**config.mk**
```make
export PLATFORM = sky130hd
export DESIGN_NAME = apb_master_ctrl_flat
export DESIGN_NICKNAME = d
export VERILOG_FILES = /design/src/rtl/apb_master_ctrl_if.sv /design/src/rtl/apb_master_ctrl.sv /design/src/flat_wrapper.sv
export SDC_FILE = /design/constraint.sdc
export NUM_CORES = 1
export LEC_CHECK = 0
export ABC_AREA = 1
export BUFFER_PORTS_ARGS = -buffer_cell sky130_fd_sc_hd__buf_2
export CORE_MARGIN = 5
export CORE_UTILIZATION = 25
export CTS_CLUSTER_DIAMETER = 200
export DETAILED_ROUTE_END_ITERATION = 8
export PLACE_DENSITY_LB_ADDON = 0.05
export SLEW_MARGIN = 20
export SYNTH_ARGS = -nofsm -noshare
export SYNTH_HDL_FRONTEND = slang
export SYNTH_SLANG_ARGS = --single-unit
export TNS_END_PERCENT = 30
```
**constraint.sdc**
```tcl
create_clock -name pclk -period 1.7 [get_ports pclk]
set_clock_uncertainty 0.05 [all_clocks]
set_input_delay 0 -clock pclk [delete_from_list [all_inputs] [get_ports pclk]]
set_output_delay 0 -clock pclk [all_outputs]
set_load 0.1 [all_outputs]
```
**src/rtl/apb_master_ctrl_if.sv**
```systemverilog
// Command/response handshake plus APB3 bus signals for apb_master_ctrl.
// The master modport is the controller's view; slave is the opposite side.
interface apb_master_ctrl_if #(
  parameter int ADDR_W = 8,
  parameter int DATA_W = 8
);
  logic              cmd_valid;
  logic              cmd_ready;
  logic              cmd_write;
  logic [ADDR_W-1:0] cmd_addr;
  logic [DATA_W-1:0] cmd_wdata;
  logic              rsp_valid;
  logic [DATA_W-1:0] rsp_rdata;
  logic              rsp_err;
  logic              rsp_timeout;
  logic              psel;
  logic              penable;
  logic [ADDR_W-1:0] paddr;
  logic              pwrite;
  logic [DATA_W-1:0] pwdata;
  logic [DATA_W-1:0] prdata;
  logic              pready;
  logic              pslverr;

  modport master (
    input  cmd_valid, cmd_write, cmd_addr, cmd_wdata, prdata, pready, pslverr,
    output cmd_ready, rsp_valid, rsp_rdata, rsp_err, rsp_timeout,
           psel, penable, paddr, pwrite, pwdata
  );

  modport slave (
    output cmd_valid, cmd_write, cmd_addr, cmd_wdata, prdata, pready, pslverr,
    input  cmd_ready, rsp_valid, rsp_rdata, rsp_err, rsp_timeout,
           psel, penable, paddr, pwrite, pwdata
  );
endinterface

```
**src/rtl/apb_master_ctrl.sv**
```systemverilog
// APB3 master: one command becomes one IDLE->SETUP->ACCESS transfer with a
// single-cycle response pulse carrying read data, slave error and timeout.
module apb_master_ctrl #(
  parameter int ADDR_W  = 8,
  parameter int DATA_W  = 8,
  parameter int TIMEOUT = 16
) (
  input  logic               pclk,
  input  logic               preset,
  apb_master_ctrl_if.master  bus
);

  localparam int CNT_W = (TIMEOUT > 0) ? $clog2(TIMEOUT + 1) : 1;
  localparam logic [CNT_W-1:0] LIMIT = (TIMEOUT > 0) ? CNT_W'(TIMEOUT - 1) : '0;

  typedef enum logic [1:0] {
    IDLE   = 2'd0,
    SETUP  = 2'd1,
    ACCESS = 2'd2
  } state_t;

  state_t            state, state_nxt;
  logic [CNT_W-1:0]  cnt, cnt_nxt;
  logic [ADDR_W-1:0] paddr_nxt;
  logic              pwrite_nxt;
  logic [DATA_W-1:0] pwdata_nxt;
  logic              rsp_valid_nxt;
  logic [DATA_W-1:0] rsp_rdata_nxt;
  logic              rsp_err_nxt;
  logic              rsp_timeout_nxt;

  assign bus.cmd_ready = (state == IDLE);
  assign bus.psel      = (state != IDLE);
  assign bus.penable   = (state == ACCESS);

  always_ff @(posedge pclk) begin
    if (preset) begin
      state           <= IDLE;
      cnt             <= '0;
      bus.paddr       <= '0;
      bus.pwrite      <= 1'b0;
      bus.pwdata      <= '0;
      bus.rsp_valid   <= 1'b0;
      bus.rsp_rdata   <= '0;
      bus.rsp_err     <= 1'b0;
      bus.rsp_timeout <= 1'b0;
    end else begin
      state           <= state_nxt;
      cnt             <= cnt_nxt;
      bus.paddr       <= paddr_nxt;
      bus.pwrite      <= pwrite_nxt;
      bus.pwdata      <= pwdata_nxt;
      bus.rsp_valid   <= rsp_valid_nxt;
      bus.rsp_rdata   <= rsp_rdata_nxt;
      bus.rsp_err     <= rsp_err_nxt;
      bus.rsp_timeout <= rsp_timeout_nxt;
    end
  end

  // Response fields default to zero so they are only non-zero on the pulse.
  always_comb begin
    state_nxt       = state;
    cnt_nxt         = cnt;
    paddr_nxt       = bus.paddr;
    pwrite_nxt      = bus.pwrite;
    pwdata_nxt      = bus.pwdata;
    rsp_valid_nxt   = 1'b0;
    rsp_rdata_nxt   = '0;
    rsp_err_nxt     = 1'b0;
    rsp_timeout_nxt = 1'b0;

    case (state)
      IDLE: begin
        paddr_nxt  = '0;
        pwrite_nxt = 1'b0;
        pwdata_nxt = '0;
        if (bus.cmd_valid) begin
          paddr_nxt  = bus.cmd_addr;
          pwrite_nxt = bus.cmd_write;
          pwdata_nxt = bus.cmd_write ? bus.cmd_wdata : '0;
          state_nxt  = SETUP;
        end
      end
      SETUP: begin
        cnt_nxt   = '0;
        state_nxt = ACCESS;
      end
      ACCESS: begin
        if (bus.pready) begin
          rsp_valid_nxt = 1'b1;
          rsp_err_nxt   = bus.pslverr;
          rsp_rdata_nxt = bus.pwrite ? '0 : bus.prdata;
          state_nxt     = IDLE;
        end else if ((TIMEOUT > 0) && (cnt == LIMIT)) begin
          rsp_valid_nxt   = 1'b1;
          rsp_err_nxt     = 1'b1;
          rsp_timeout_nxt = 1'b1;
          state_nxt       = IDLE;
        end else begin
          cnt_nxt = cnt + CNT_W'(1);
        end
        if (state_nxt == IDLE) begin
          paddr_nxt  = '0;
          pwrite_nxt = 1'b0;
          pwdata_nxt = '0;
        end
      end
      default: state_nxt = IDLE;
    endcase
  end

endmodule

```
**src/flat_wrapper.sv**
```systemverilog
// flat-port wrapper written by rule: the top's interface ports become plain ports
module apb_master_ctrl_flat 
#(
  parameter int ADDR_W  = 8,
  parameter int DATA_W  = 8,
  parameter int TIMEOUT = 16
)
  (pclk, preset, bus_cmd_valid, bus_cmd_write, bus_cmd_addr, bus_cmd_wdata, bus_prdata, bus_pready, bus_pslverr, bus_cmd_ready, bus_rsp_valid, bus_rsp_rdata, bus_rsp_err, bus_rsp_timeout, bus_psel, bus_penable, bus_paddr, bus_pwrite, bus_pwdata);
  apb_master_ctrl_if #(.ADDR_W(ADDR_W), .DATA_W(DATA_W)) bus_i ();
  input  logic pclk;
  input  logic preset;
  input wire logic [$bits(bus_i.cmd_valid)-1:0] bus_cmd_valid;
  input wire logic [$bits(bus_i.cmd_write)-1:0] bus_cmd_write;
  input wire logic [$bits(bus_i.cmd_addr)-1:0] bus_cmd_addr;
  input wire logic [$bits(bus_i.cmd_wdata)-1:0] bus_cmd_wdata;
  input wire logic [$bits(bus_i.prdata)-1:0] bus_prdata;
  input wire logic [$bits(bus_i.pready)-1:0] bus_pready;
  input wire logic [$bits(bus_i.pslverr)-1:0] bus_pslverr;
  output wire logic [$bits(bus_i.cmd_ready)-1:0] bus_cmd_ready;
  output wire logic [$bits(bus_i.rsp_valid)-1:0] bus_rsp_valid;
  output wire logic [$bits(bus_i.rsp_rdata)-1:0] bus_rsp_rdata;
  output wire logic [$bits(bus_i.rsp_err)-1:0] bus_rsp_err;
  output wire logic [$bits(bus_i.rsp_timeout)-1:0] bus_rsp_timeout;
  output wire logic [$bits(bus_i.psel)-1:0] bus_psel;
  output wire logic [$bits(bus_i.penable)-1:0] bus_penable;
  output wire logic [$bits(bus_i.paddr)-1:0] bus_paddr;
  output wire logic [$bits(bus_i.pwrite)-1:0] bus_pwrite;
  output wire logic [$bits(bus_i.pwdata)-1:0] bus_pwdata;
  assign bus_i.cmd_valid = bus_cmd_valid;
  assign bus_i.cmd_write = bus_cmd_write;
  assign bus_i.cmd_addr = bus_cmd_addr;
  assign bus_i.cmd_wdata = bus_cmd_wdata;
  assign bus_i.prdata = bus_prdata;
  assign bus_i.pready = bus_pready;
  assign bus_i.pslverr = bus_pslverr;
  assign bus_cmd_ready = bus_i.cmd_ready;
  assign bus_rsp_valid = bus_i.rsp_valid;
  assign bus_rsp_rdata = bus_i.rsp_rdata;
  assign bus_rsp_err = bus_i.rsp_err;
  assign bus_rsp_timeout = bus_i.rsp_timeout;
  assign bus_psel = bus_i.psel;
  assign bus_penable = bus_i.penable;
  assign bus_paddr = bus_i.paddr;
  assign bus_pwrite = bus_i.pwrite;
  assign bus_pwdata = bus_i.pwdata;
  apb_master_ctrl #(.ADDR_W(ADDR_W), .DATA_W(DATA_W), .TIMEOUT(TIMEOUT)) u_core (.pclk(pclk), .preset(preset), .bus(bus_i));
endmodule
```
==> reports/qor.log <==
INFO  status         run_status=finished, final reports clean
INFO  logic_synthesis yosys.area.top_type_share=0.4762
INFO  clocking       clockBufferDepth=2
INFO  sta            finalMaxSlewViolations=0
INFO  drt            drt_via_density=4.182
INFO  logic_synthesis yosysWarningCount=0
INFO  layout         final_core_utilization=0.3698
INFO  clocking       ctsRootBufferMaster=clkbuf_8
INFO  critical_path  critPathCaptureType=primary output
INFO  floorplan      core-area=5816µm²
INFO  min_path       min-delay-path-class=in -> reg
INFO  sta            fin_crit=1.552ns
INFO  critical_path  critical_path_class=reg -> out
INFO  layout         fill_cells=655
INFO  logic_synthesis number_of_register_bits_inferred_by_synthesis=35
INFO  layout         antenna_cells_inserted=0
INFO  sta            timing.setup.tns=0ns
INFO  clocking       numClockSinks=35
INFO  drt            drc=0
INFO  drt            wire_per_inst=11.69µm
INFO  clocking       clk_pin_slew=0.07ns
INFO  logic_synthesis synthesis.instances=201
INFO  floorplan      initial_core_util=0.2530
INFO  placed_design  place.gp.congestion=0.7270
INFO  critical_path  cp_max_fo=6
INFO  floorplan      placement_rows=28
INFO  critical_path  critPathRequiredTime=1.65ns
INFO  power          power_per_cell_area=913.9nW/µm²
INFO  logic_synthesis synth_sequential_area_ratio=0.4762
INFO  logic_synthesis synth_edf_count=0
INFO  critical_path  timing.critical_path.arrival=1.50ns
INFO  global_route   global_route_wire_length_before_repair=6920µm
INFO  sta            grt_setup_unrepaired=false
INFO  sta            post-route-period-util=0.9128
INFO  logic_synthesis synthesis.area=1471µm²
INFO  layout         total_area_of_multi_input_combinational_cells=624.3µm²
INFO  clocking       insertion_delay=0.28ns
INFO  placed_design  dp_cells=332
INFO  placed_design  numPortBuffers=60
INFO  drt            drt.antenna.violating_nets=0
INFO  floorplan      die_height=86.72µm
INFO  clocking       cts_post_setup_buffers_inserted=0
INFO  sta            slew_headroom=0.6687
INFO  logic_synthesis synth_top_cells_by_count=nor2_1 (43), dfxtp_1 (35), nand2_1 (27)
INFO  layout         sequential_cell_area=703.2µm²
INFO  sta            timing_hold_violations_final=0
INFO  logic_synthesis yosysUniqueCellTypes=20
INFO  global_route   grt_antenna_before_repair=0
INFO  drt            vias=1497
INFO  power          vdd_ir_drop_max=315.1µV
INFO  sta            tightest_slew=0.5004ns
INFO  logic_synthesis synth-async-reset-ratio=0
INFO  sta            maxClockFrequency=0.6444GHz
INFO  layout         syn2layout_area_growth=46.17%
INFO  layout         layout-drive-gt1-share=0.3004
INFO  logic_synthesis synth_flop_cell=dfxtp_1
INFO  logic_synthesis synth_top_cells_by_area=dfxtp_1 (48%), nor2_1 (11%), nand3_1 (7.5%)
INFO  floorplan      floorplan.die_area=7519µm²
INFO  sta            final.hold.worst_slack=0.01664ns
INFO  clocking       depth_of_the_cts_h_tree=2
INFO  floorplan      die_x=86.72µm
INFO  drt            drt-pass1-iter-count=4
INFO  layout         stdcell_count=358
INFO  global_route   total_congestion_overflow_after_global_routing=0
INFO  layout         num-nets-final=315
INFO  clocking       cts_made_buffers=5
INFO  global_route   track_usage=0.1175
INFO  power          leakagePower=0.001045µW
INFO  drt            postRouteWirelength=4185µm
INFO  floorplan      pin_count=61
INFO  logic_synthesis dominant_cell_type_by_area_after_synthesis=dfxtp_1
INFO  global_route   grt_start_max_net_pins=19
INFO  global_route   via_count_of_the_first_global_routing_pass=1471
INFO  clocking       tritoncts=yes
INFO  placed_design  dp_hpwl=2980µm
INFO  drt            initialDrtViolationCount=56
INFO  flow_run       cap_violations=0
INFO  logic_synthesis syn_area_per_cell=7.320µm²
INFO  sta            setup_viol=0
INFO  logic_synthesis mappedNetlistNets=234
INFO  critical_path  setup.worst_path.start_class=register
INFO  logic_synthesis yosysMostFrequentCell=nor2_1
[placed cells by master (no fill, tap or decap), types with 4 or more instances in the layout]
| cell | count |
|---|---|
| dfxtp_1 | 33 |
| nand4_1 | 8 |
| inv_1 | 26 |
| nand2_1 | 27 |
| clkbuf_8 | 5 |
| nand3_1 | 22 |
| buf_2 | 59 |
| nor2_1 | 42 |
| a21oi_1 | 14 |
| buf_4 | 4 |
| dlygate4sd3_1 | 18 |
[repair_timing]
item | CTS | global route
setup endpoints to repair | 0 | 14
hold endpoints to repair | 18 | 0
hold buffers | 18 | 0
resized for setup | 0 | 5
[layout make-up]
class                   instances  share of cell area
repair buffers                 83              0.2496
clock inverters                 3            0.006981
inverters                      29             0.05061
multi-input cells             128              0.2903
clock buffers                   5             0.03200
well taps                      75             0.04363
flip-flops and latches         35              0.3269
[logic make-up after synthesis]
kind of cell	count (synthesis)	synth area share
AO/OA/AOI/OAI	19	0.06974
adder cells (fa/ha/maj)	3	0.02551
buffers and inverters	38	0.1071
flip-flops	35	0.4762
AND/OR/NAND/NOR	106	0.3214
[final timing paths]
path	from	endpoint	slack, ns	cells past startpoint
hold reg to reg	u_core.bus.pwdata[3]$_SDFFE_PP0P_	u_core.bus.pwdata[3]$_SDFFE_PP0P_	0.43	2
setup reg to reg	u_core.cnt[0]$_SDFFE_PP0P_	u_core.bus.paddr[4]$_SDFFE_PP0P_	0.17	10
hold / removal	bus_cmd_addr[1]	u_core.bus.paddr[1]$_SDFFE_PP0P_	0.02	5
setup / recovery	u_core.state[1]$_SDFFE_PP0P_	bus_penable	0.15	3
[sequential cells by signal, indices dropped and copies added, names as in the netlist]
name,cells
u_core.bus.pwrite,1
u_core.bus.rsp_timeout,1
u_core.bus.rsp_valid,1
u_core.bus.rsp_err,1
u_core.bus.pwdata,8
u_core.bus.paddr,8
u_core.state,2
u_core.cnt,5
u_core.bus.rsp_rdata,8
[worst max-delay path, cell delays in order, from the launching register on]
cell     delay, ns
dfxtp_1       0.38
inv_1         0.09
nor2_2        0.25
buf_2         0.50
[where the power goes]
part | internal [µW] | total, µW | switching (µW)
Combinational | 135 | 516 | 381
Sequential | 850 | 865 | 15.2
Clock | 280 | 585 | 304
Total | 1260 | 1970 | 701
[per-stage QoR]
stage | power [µW] | instance area [µm²] | worst slack, ns
3_5_place_dp | 1366 | 1869 | 0.1366
5_1_grt | 2072 | 2151 | 0.001926
6_report | 1966 | 2151 | 0.1483
3_3_place_gp | 1367 | 1869 | 0.1447
2_1_floorplan | 1249 | 1471 | 0.1947
4_1_cts | 1989 | 2133 | 0.1261
[metal layers]
layer / track usage / vias up / share of wire
met3: 0.03897 / 7 / 0.071
met1: 0.1434 / 657 / 0.44
met2: 0.1947 / 40 / 0.48
met4: 0.03824 / 0 / 0.012
met5: 0 / - / 0
li1: - / 793 / -
Note: power is estimated with default switching activity, not from simulation.
